[src/rtl/bitsim_seq_pkg.sv]
// Package bitsim_seq_pkg
// Shared types and constants for the MAC column sequencer slice:
//   - tile geometry (DATA_WIDTH columns, VEC_LENGTH activations) and the widths derived from it
//   - seq_state_t : sequencer FSM states
//   - col_word_t  : one encoded weight-column control word (the cfg_*/mac_* field set)
//   - ctrl_sel_t  : next-value select for the registered control word
//   - ACT_ZERO_SEL / HAM_ZERO_SEL : mux inputs tied to zero inside the MAC
//   - BUBBLE_WORD : a control word that contributes nothing to the accumulator
package bitsim_seq_pkg;

    localparam int DATA_WIDTH    = 8;
    localparam int VEC_LENGTH    = 16;
    localparam int MUX_SEL_WIDTH = $clog2(VEC_LENGTH) + 1;
    localparam int ACT_SEL_WIDTH = MUX_SEL_WIDTH - 1;
    localparam int NUM_ADDERS    = VEC_LENGTH / 2;
    localparam int RES_WIDTH     = DATA_WIDTH + 14;
    localparam int COL_WIDTH     = $clog2(DATA_WIDTH);

    typedef enum logic [2:0] {
        IDLE    = 3'd0,
        PRIME   = 3'd1,
        CLEAR   = 3'd2,
        RUN     = 3'd3,
        FLUSH   = 3'd4,
        WAIT    = 3'd5,
        CAPTURE = 3'd6
    } seq_state_t;

    typedef struct packed {
        logic [NUM_ADDERS-1:0][ACT_SEL_WIDTH-1:0] act_sel;
        logic [MUX_SEL_WIDTH-1:0]                 hamming_sel;
        logic                                     hamming_sign;
        logic [2:0]                               mul_const;
        logic                                     is_shift_mul;
        logic [1:0]                               skip_zero;
    } col_word_t;

    typedef enum logic [1:0] {
        CTRL_HOLD   = 2'd0,
        CTRL_LOAD   = 2'd1,
        CTRL_BUBBLE = 2'd2
    } ctrl_sel_t;

    // Mux inputs one past the last real activation are wired to zero in the MAC.
    localparam logic [ACT_SEL_WIDTH-1:0] ACT_ZERO_SEL = ACT_SEL_WIDTH'(NUM_ADDERS);
    localparam logic [MUX_SEL_WIDTH-1:0] HAM_ZERO_SEL = MUX_SEL_WIDTH'(VEC_LENGTH);

    localparam col_word_t BUBBLE_WORD = '{
        act_sel:      {NUM_ADDERS{ACT_ZERO_SEL}},
        hamming_sel:  HAM_ZERO_SEL,
        hamming_sign: 1'b0,
        mul_const:    3'd0,
        is_shift_mul: 1'b0,
        skip_zero:    2'b11
    };

endpackage

[src/rtl/mac_col_ctrl_reg.sv]
// Module mac_col_ctrl_reg
// Output register for the MAC column control word. Each cycle it either loads
// the incoming column word, loads the zero-contribution bubble, or holds.
// Ports:
//   clk, reset : clock, asynchronous active-high reset (resets to BUBBLE_WORD)
//   sel        : CTRL_LOAD / CTRL_BUBBLE / CTRL_HOLD
//   word_in    : column word to load
//   word_out   : registered control word presented to the MAC
module mac_col_ctrl_reg
    import bitsim_seq_pkg::*;
(
    input  logic      clk,
    input  logic      reset,
    input  ctrl_sel_t sel,
    input  col_word_t word_in,
    output col_word_t word_out
);

    col_word_t word_d;
    col_word_t word_q;

    always_comb begin
        word_d = word_q;
        case (sel)
            CTRL_LOAD:   word_d = word_in;
            CTRL_BUBBLE: word_d = BUBBLE_WORD;
            default:     word_d = word_q;
        endcase
    end

    always_ff @(posedge clk or posedge reset) begin
        if (reset) begin
            word_q <= BUBBLE_WORD;
        end else begin
            word_q <= word_d;
        end
    end

    assign word_out = word_q;

endmodule

[src/rtl/mac_col_sequencer.sv]
// Module mac_col_sequencer
// Sequences one bit-serial MAC through a DATA_WIDTH-column dot product. Column
// words arrive over cfg_valid/cfg_ready; the sequencer adds the prime, clear and
// flush cycles that the MAC's two-stage psum pipeline needs, then captures the
// accumulator into a one-deep res_valid/res_ready buffer.
// Ports:
//   clk, reset               : clock, asynchronous active-high reset
//   cfg_valid / cfg_ready    : column word handshake (ready only in RUN)
//   cfg_*                    : column word fields
//   mac_*                    : registered MAC controls (visible the cycle after issue)
//   mac_result               : MAC accumulator output
//   res_valid/res_ready/res_data : captured tile result
// Configuration macro SEQ_PERF_CNT_EN adds perf_stall_cnt (RUN cycles without
// cfg_valid) and perf_tile_cnt (captured tiles), both saturating.
module mac_col_sequencer
    import bitsim_seq_pkg::*;
(
    input  logic                                     clk,
    input  logic                                     reset,
    input  logic                                     cfg_valid,
    output logic                                     cfg_ready,
    input  logic [NUM_ADDERS-1:0][ACT_SEL_WIDTH-1:0] cfg_act_sel,
    input  logic [MUX_SEL_WIDTH-1:0]                 cfg_hamming_sel,
    input  logic                                     cfg_hamming_sign,
    input  logic [2:0]                               cfg_mul_const,
    input  logic                                     cfg_is_shift_mul,
    input  logic [1:0]                               cfg_skip_zero,
    output logic                                     mac_en,
    output logic                                     mac_clear,
    output logic [NUM_ADDERS-1:0][ACT_SEL_WIDTH-1:0] mac_act_sel,
    output logic [MUX_SEL_WIDTH-1:0]                 mac_hamming_sel,
    output logic                                     mac_hamming_sign,
    output logic [2:0]                               mac_mul_const,
    output logic                                     mac_is_shift_mul,
    output logic [1:0]                               mac_is_skip_zero,
    output logic [COL_WIDTH-1:0]                     mac_column_idx,
    output logic                                     mac_is_msb,
    input  logic [RES_WIDTH-1:0]                     mac_result,
    output logic                                     res_valid,
    input  logic                                     res_ready,
`ifdef SEQ_PERF_CNT_EN
    output logic [31:0]                              perf_stall_cnt,
    output logic [31:0]                              perf_tile_cnt,
`endif
    output logic [RES_WIDTH-1:0]                     res_data
);

    localparam logic [COL_WIDTH-1:0] COL_LAST = COL_WIDTH'(DATA_WIDTH - 1);

    seq_state_t             state_q, state_d;
    logic                   primed_q, primed_d;
    logic [COL_WIDTH-1:0]   col_cnt_q, col_cnt_d;
    logic                   mac_en_q, mac_en_d;
    logic                   mac_clear_q, mac_clear_d;
    logic [COL_WIDTH-1:0]   col_idx_q, col_idx_d;
    logic                   is_msb_q, is_msb_d;
    logic                   res_valid_q, res_valid_d;
    logic [RES_WIDTH-1:0]   res_data_q, res_data_d;
    ctrl_sel_t              ctrl_sel;
    col_word_t              cfg_word;
    col_word_t              mac_word;
    logic                   cfg_hs;

    assign cfg_word = '{
        act_sel:      cfg_act_sel,
        hamming_sel:  cfg_hamming_sel,
        hamming_sign: cfg_hamming_sign,
        mul_const:    cfg_mul_const,
        is_shift_mul: cfg_is_shift_mul,
        skip_zero:    cfg_skip_zero
    };

    assign cfg_ready = (state_q == RUN);
    assign cfg_hs    = cfg_valid && cfg_ready;

    // Next-state and control issue. Every mac_* value decided here reaches the
    // MAC one cycle later. A tile cannot start while the previous result is
    // still unclaimed; the release and the start are therefore a cycle apart.
    always_comb begin
        state_d     = state_q;
        primed_d    = primed_q;
        col_cnt_d   = col_cnt_q;
        mac_en_d    = 1'b0;
        mac_clear_d = 1'b0;
        col_idx_d   = col_idx_q;
        is_msb_d    = is_msb_q;
        ctrl_sel    = CTRL_HOLD;
        res_valid_d = res_valid_q;
        res_data_d  = res_data_q;

        if (res_valid_q && res_ready) begin
            res_valid_d = 1'b0;
        end

        case (state_q)
            IDLE: begin
                if (cfg_valid && !res_valid_q) begin
                    state_d = primed_q ? CLEAR : PRIME;
                end
            end
            PRIME: begin
                // Clocking a bubble through empties the MAC's tmp stage,
                // which holds garbage after reset.
                mac_en_d  = 1'b1;
                ctrl_sel  = CTRL_BUBBLE;
                col_idx_d = '0;
                is_msb_d  = 1'b0;
                primed_d  = 1'b1;
                state_d   = CLEAR;
            end
            CLEAR: begin
                mac_clear_d = 1'b1;
                state_d     = RUN;
            end
            RUN: begin
                if (cfg_hs) begin
                    mac_en_d  = 1'b1;
                    ctrl_sel  = CTRL_LOAD;
                    col_idx_d = col_cnt_q;
                    is_msb_d  = (col_cnt_q == COL_LAST);
                    if (col_cnt_q == COL_LAST) begin
                        col_cnt_d = '0;
                        state_d   = FLUSH;
                    end else begin
                        col_cnt_d = col_cnt_q + 1'b1;
                    end
                end
            end
            FLUSH: begin
                // Pushes the last column's tmp into the accumulator and leaves
                // tmp at zero, so the next tile needs no PRIME.
                mac_en_d  = 1'b1;
                ctrl_sel  = CTRL_BUBBLE;
                col_idx_d = '0;
                is_msb_d  = 1'b0;
                state_d   = WAIT;
            end
            WAIT: begin
                state_d = CAPTURE;
            end
            CAPTURE: begin
                res_data_d  = mac_result;
                res_valid_d = 1'b1;
                state_d     = IDLE;
            end
            default: begin
                state_d = IDLE;
            end
        endcase
    end

    always_ff @(posedge clk or posedge reset) begin
        if (reset) begin
            state_q     <= IDLE;
            primed_q    <= 1'b0;
            col_cnt_q   <= '0;
            mac_en_q    <= 1'b0;
            mac_clear_q <= 1'b0;
            col_idx_q   <= '0;
            is_msb_q    <= 1'b0;
            res_valid_q <= 1'b0;
            res_data_q  <= '0;
        end else begin
            state_q     <= state_d;
            primed_q    <= primed_d;
            col_cnt_q   <= col_cnt_d;
            mac_en_q    <= mac_en_d;
            mac_clear_q <= mac_clear_d;
            col_idx_q   <= col_idx_d;
            is_msb_q    <= is_msb_d;
            res_valid_q <= res_valid_d;
            res_data_q  <= res_data_d;
        end
    end

    mac_col_ctrl_reg u_ctrl_reg (
        .clk      (clk),
        .reset    (reset),
        .sel      (ctrl_sel),
        .word_in  (cfg_word),
        .word_out (mac_word)
    );

    assign mac_en           = mac_en_q;
    assign mac_clear        = mac_clear_q;
    assign mac_act_sel      = mac_word.act_sel;
    assign mac_hamming_sel  = mac_word.hamming_sel;
    assign mac_hamming_sign = mac_word.hamming_sign;
    assign mac_mul_const    = mac_word.mul_const;
    assign mac_is_shift_mul = mac_word.is_shift_mul;
    assign mac_is_skip_zero = mac_word.skip_zero;
    assign mac_column_idx   = col_idx_q;
    assign mac_is_msb       = is_msb_q;
    assign res_valid        = res_valid_q;
    assign res_data         = res_data_q;

`ifdef SEQ_PERF_CNT_EN
    logic [31:0] stall_cnt_q, stall_cnt_d;
    logic [31:0] tile_cnt_q, tile_cnt_d;

    // Saturating counters: a stall is a RUN cycle with no word offered.
    always_comb begin
        stall_cnt_d = stall_cnt_q;
        tile_cnt_d  = tile_cnt_q;
        if ((state_q == RUN) && !cfg_valid && (stall_cnt_q != '1)) begin
            stall_cnt_d = stall_cnt_q + 32'd1;
        end
        if ((state_q == CAPTURE) && (tile_cnt_q != '1)) begin
            tile_cnt_d = tile_cnt_q + 32'd1;
        end
    end

    always_ff @(posedge clk or posedge reset) begin
        if (reset) begin
            stall_cnt_q <= '0;
            tile_cnt_q  <= '0;
        end else begin
            stall_cnt_q <= stall_cnt_d;
            tile_cnt_q  <= tile_cnt_d;
        end
    end

    assign perf_stall_cnt = stall_cnt_q;
    assign perf_tile_cnt  = tile_cnt_q;
`else
    // Performance counters are not built.
`endif

endmodule

[config.mk]
export PLATFORM = sky130hd
export DESIGN_NAME = mac_col_sequencer
export DESIGN_NICKNAME = d
export VERILOG_FILES = /design/src/rtl/bitsim_seq_pkg.sv /design/src/rtl/mac_col_ctrl_reg.sv /design/src/rtl/mac_col_sequencer.sv
export SDC_FILE = /design/constraint.sdc
export NUM_CORES = 1
export LEC_CHECK = 0
export CAP_MARGIN = 20
export CORE_ASPECT_RATIO = 0.8
export CORE_UTILIZATION = 25
export CTS_BUF_LIST = sky130_fd_sc_hd__clkbuf_4 sky130_fd_sc_hd__clkbuf_8
export DETAILED_ROUTE_END_ITERATION = 10
export GPL_TIMING_DRIVEN = 0
export PLACE_DENSITY_LB_ADDON = 0.15
export SETUP_SLACK_MARGIN = 0.3
export SYNTH_ARGS = -nofsm -noshare
export SYNTH_HDL_FRONTEND = slang
export SYNTH_SLANG_ARGS = --single-unit
[constraint.sdc]
create_clock -name clk -period 5.45 [get_ports clk]
set_input_delay 0.8175 -clock clk [delete_from_list [all_inputs] [get_ports clk]]
set_output_delay 0.8175 -clock clk [all_outputs]
set_load 0.05 [all_outputs]
==> impl_results.md, run 1 <==
- Hold EP: u_ctrl_reg.word_out[0]
- Fill cells: 1182
- FF-to-FF Start: state_q[2]
- N_diodes: 0
- Post-CTS sizing: 0
- Vias in the first global route: 2389
- Flops & latches, synth: 80
- Startpoint Class: register
- Syn Nets: 302
- Post-layout util: 41.16%
- Core area: 12300 sq um
- Vias: 2376
- # hold bufs at CTS: 0
- Yosys synthesis warning count: 0
- RSZ-0062 raised after global routing: no
- Initial Util: 25.97%
- Depth of the most critical reg-to-reg path: 7
- Max_slew headroom: 63.12%
- Worst-path fanout max: 10
- CP Launch Point: state_q[2]
- Crit share post-route: 53.33%
- Initial antenna violation count: 0
- DRT iter0 DRCs: 46
- Global-route usage over all layers: 12.76%
- Clk_lat worst skew: 350 ps
- Layout cells sized above 1: 17.78%
- Most frequent cells in the layout: clkdlybuf4s50_1, dfrtp_1, a22o_1
- HPWL after DPL: 5969 microns
- Drt drc: 0
- Sequential-to-total area share from yosys stat: 63.13%
- Clk_skew: 14.25 ps
- Drt first pass iters: 4
- Fmax: 344.1 MHz
- Syn_area_per_cell: 13.94 sq um
- Port Buffers: 142
- Setup crit end kind: output port
- Routed len/inst: 14.73 microns
- Min-Delay Path Depth: 2
- Reg-to-reg critical path endpoint: u_ctrl_reg.word_out[13]
- Die width: 128.4 microns
- Synthesized area: 3193 sq um
- Max Cap Viol: 0
- Total CTS buffers: 9
- Post-DRT Antenna Nets: 0
- Routed vias/inst: 4.250
- Crit Path Class: register to output port
- Flop-to-flop setup slack: 3240 ps
- H-tree depth: 3
- Final Max Slew Viols: 0
- Syn Inst Count: 229
- Setup TNS Final: 0 ps
- TritonCTS clock tree: done
- Worst Max-Slew Pin Slew: 551.5 ps
- Worst Path Required: 4630 ps
- First-pass GRT wire length: 12700 microns
- Fin. Hold Viols: 0
- Sink Count: 80
- Critical Path AT: 2090 ps
- Most common cell after layout, fill and taps aside: clkdlybuf4s50_1
- Routability cong.: 0.7520
- Total Wirelength: 8233 microns
- Area growth from synthesis to layout: 58.50%
- Status: complete, no violations
- Final nets: 456
- Standard-cell rows: 36
- Yosys cell types: 32
- DIE AREA: 13230 sq um
- # Post-CTS Setup Buffers: 0
- Clock slew at reported path FFs: 90 ps
- CTS Buffer Depth: 2
- Overflow after GRT: 0
- Final setup vio count: 0
- Tightest Hold Check Type: register to register
- Die H: 103.1 microns
- Minimum clock period: 2906 ps
- IO Pins: 144
- Largest net degree at the start of global routing: 42
- Root buffer cell: clkbuf_8
- Hold_sp: u_ctrl_reg.word_out[0]
## cell usage after synthesis (all sizes together)
library cell	instances	area share [%]
clkbuf	3	0.39
nor2	16	1.9
dfstp	11	9.1
nand2	17	2.0
dfrtp	69	54
mux2	24	11
a221oi	1	0.27
xnor2	1	0.27
nor3b	1	0.24
o21ai	14	2.2
nand3b	1	0.24
nand2b	1	0.20
o22ai	1	0.20
a22o	34	9.3
nor3	2	0.31
a21o	2	0.47
a21oi	1	0.16
o22a	1	0.27
buf	13	2.9
inv	5	0.59
ha	3	1.2
a31oi	1	0.20
and2b	1	0.24
nand4b	1	0.74
a31o	1	0.27
nand3	1	0.55
o2bb2ai	3	0.82
## flip-flops by register name, summed over array words and instances (netlist names)
signal,cells
col_cnt_q,3
mac_clear,1
mac_column_idx,3
mac_en,1
mac_is_msb,1
primed_q,1
res_data,22
res_valid,1
state_q,3
u_ctrl_reg.word_out,44
## layer usage
layer	GRT usage (%)	part of all wire [%]
met2	19.54	44
met4	4.615	1.2
met5	0	0
met1	16.75	47
met3	4.411	7.3
## final cells by class
cell class              count  area (sq um)  share of cell area [%]
multi-input cells         128          1052                   20.79
clock buffers              12         158.9                   3.140
inverters                   5         21.27                  0.4203
repair buffers            143          1441                   28.48
flip-flops and latches     80          2016                   39.83
well taps                 171         214.0                   4.227
plain buffers              16         106.4                   2.101
clock inverters             4         51.30                   1.014
## critical path: stages, from the launching register on
cell	delay, ps
dfrtp_1	420
buf_6	150
nand2b_1	170
nor2_1	160
clkdlybuf4s50_1	830
## stage by stage
stage,setup slack [ps],std cells,hold WS (ps),area [sq um]
2_1_floorplan,2599,229,450.3,3193
3_3_place_gp,1099,542,469.2,4828
3_5_place_dp,2911,543,475.9,4851
4_1_cts,2500,559,494.9,5061
5_1_grt,2442,559,509.4,5061
6_report,2544,559,490.7,5061
## cells by family (layout without fill, tap and decap cells)
family	count (synthesis)	after routing	share of synthesized area, %
AO/OA/AOI/OAI	59	59	14.19
XOR/XNOR	1	1	0.2743
adder cells (fa/ha/maj)	3	3	1.176
buffers and inverters	21	180	3.918
flip-flops	80	80	63.13
multiplexers	24	24	10.93
AND/OR/NAND/NOR	41	41	6.388
## worst max-delay path by stage
stage	slack, ps	cells past startpoint	to
after floorplan	2600	1	col_cnt_q[0]
after global placement	1100	2	u_ctrl_reg.word_out[20]
after detailed placement	2910	6	u_ctrl_reg.word_out[17]
after CTS	2500	4	cfg_ready
after global routing	2440	4	cfg_ready
final	2540	4	cfg_ready
Power of run 1 is left out: the tool's default activity adds up to more than one toggle a clock period on the data nets, which glitch-free logic cannot reach.
==> run 2, diff against run 1 <==
clock period = 2.43 ns   (was 5.45 ns; I/O delays follow)
==> impl_results.md, run 2 (synthesis results as in run 1) <==
- Startpoint Class: register
- Worst path cell trace: clkdlybuf4s50_1
- Global-route usage over all layers: 12.51% (-0.25 points)
- DIE AREA: 13230 sq um (unchanged)
- GR Util met2: 17.80% (-1.7 points)
- HPWL after DPL: 5878 microns (-1.5%)
- Worst Max-Slew Pin Slew: 558.9 ps (+7.467 ps)
- IO Pins: 144 (unchanged)
- Port Buffers: 142 (unchanged)
- Core area: 12300 sq um (unchanged)
- Crit Path Class: register to output port
- Vias in the first global route: 2335 (-2.3%)
- Overflow after GRT: 0 (unchanged)
- CTS Buffer Depth: 2 (unchanged)
- Met1 global-route usage: 17.37% (+0.62 points)
- Drt drc: 0 (unchanged)
- RSZ-0062 raised after global routing: no
- Crit share post-route: 85.38%
- Final nets: 457 (+0.22%)
- Clock slew at reported path FFs: 80 ps (about the same)
- Flop-to-flop setup slack: 440 ps (-2800 ps)
- Max reg flops: 44 (unchanged)
- Fmax: 482.0 MHz
- Minimum clock period: 2075 ps
- Critical Path AT: 1710 ps (-380 ps)
- Setup TNS Final: 0 ps (unchanged)
- Dpl cells: 544 (+0.18%)
- N_diodes: 0 (unchanged)
- CP Buf/Inv Count: 1 (-1)
- Layout cells sized above 1: 19.79% (+2.0 points)
- Routed len/inst: 14.37 microns (-2.4%)
- Tightest Hold Check Type: primary input to register
- Routed vias/inst: 4.273 (+0.54%)
- CP max stage cell: clkdlybuf4s50_1
- CP max stage delay: 820 ps (about the same)
- Final setup vio count: 0 (unchanged)
- Critical path's top delay family: buffers and inverters
- Status: complete, no violations
- Vias: 2393 (+0.72%)
- Drt first pass iters: 4 (unchanged)
- Die H: 103.1 microns (unchanged)
- DRT iter0 DRCs: 70 (+52%)
- # Post-CTS Setup Buffers: 0 (unchanged)
- Final Cell Area: 5145 sq um (+1.7%)
- Routability cong.: 0.7210 (-4.1%)
- Clk_lat worst skew: 350 ps (about the same)
- Area growth from synthesis to layout: 61.13%
- Final cell count without fillers: 560 (+0.18%)
- Max_slew headroom: 62.62% (-0.50 points)
- Most common cell after layout, fill and taps aside: clkdlybuf4s50_1
- Max Cap Viol: 0 (unchanged)
- Gr busiest metal: met2
- Initial antenna violation count: 0 (unchanged)
- Post-DP Area: 4880 sq um (+0.59%)
- Final hold slack: 373.1 ps (-117.7 ps)
- Root buffer cell: clkbuf_8
- Post-DRT Antenna Nets: 0 (unchanged)
- Hold EP: state_q[2]
- Depth of the most critical reg-to-reg path: 6 (-1)
- H-tree depth: 3 (unchanged)
- First-pass GRT wire length: 12450 microns (-2.0%)
- Total Wirelength: 8047 microns (-2.3%)
- Worst Path Required: 2070 ps (-2560 ps)
- Die width: 128.4 microns (unchanged)
- # hold bufs at CTS: 0 (unchanged)
- Min-Delay Path Depth: 2 (unchanged)
- Fin. Hold Viols: 0 (unchanged)
- Reg-to-reg critical path endpoint: u_ctrl_reg.word_out[14]
- Largest net degree at the start of global routing: 40 (-4.8%)
- Final Max Slew Viols: 0 (unchanged)
- Most frequent cells in the layout: clkdlybuf4s50_1, dfrtp_1, a22o_1
- Clk_skew: 4.658 ps (-9.591 ps)
- Worst-path fanout max: 2 (-8)
- Total CTS buffers: 9 (unchanged)
- TritonCTS clock tree: done
- Setup crit end kind: output port
- Routing usage on met3: 4.774% (+0.36 points)
- FF-to-FF Start: state_q[2]
- Hold_sp: cfg_valid
- Initial Util: 25.97% (unchanged)
- Standard-cell rows: 36 (unchanged)
- Sink Count: 80 (unchanged)
run 2: cell count changes in the layout (fill, tap and decap cells not counted), moves of 2 or more:
cell	previous run	this run
clkbuf_2	1	4
buf_1	2	0
bufinv_16	1	3
clkbuf_1	2	0
clkdlybuf4s50_1	142	140
nor2_1	16	14
nor2_2	0	2
run 2: per-stage QoR:
| stage | worst slack [ps] | utilization (%) |
|---|---|---|
| 2_1_floorplan | 645.9 | - |
| 3_3_place_gp | 105.6 | 39.30 |
| 3_5_place_dp | 243.2 | 39.68 |
| 4_1_cts | 228.7 | 41.77 |
| 5_1_grt | 308.2 | 41.84 |
| 6_report | 355.2 | 41.84 |
run 2: how the worst max path moves through the flow:
stage	start	endpoint	cells past startpoint
after global routing	u_ctrl_reg.word_out[19]	mac_act_sel[7]	1
after floorplan	state_q[2]	u_ctrl_reg.word_out[10]	7
after global placement	reset	u_ctrl_reg.word_out[29]	2
after CTS	state_q[2]	cfg_ready	4
final	u_ctrl_reg.word_out[19]	mac_act_sel[7]	1
after detailed placement	state_q[2]	u_ctrl_reg.word_out[12]	7
run 2: final cells by class:
| class | instances | area [sq um] |
|---|---|---|
| Fill cell | 1161 | 7152 |
| Sequential cell | 80 | 2016 |
| Timing Repair Buffer | 144 | 1466 |
| Multi-Input combinational cell | 128 | 1057 |
| Tap cell | 171 | 214.0 |
| Clock buffer | 10 | 137.6 |
| Buffer | 16 | 116.4 |
| Clock inverter | 6 | 115.1 |
| Inverter | 5 | 22.52 |
run 2: repair_timing:
item,in CTS,in global routing
cloned,0,0
gates resized for setup,4,10
setup endpoints to repair,35,45
run 2: routing by layer:
metal  vias up  routed length [microns]
met5         -                        0
met4         0                       90
met3         9                      742
met2        97                     3409
met1      1159                     3805
li1       1128                        -
Power of run 2 is left out for the same reason.
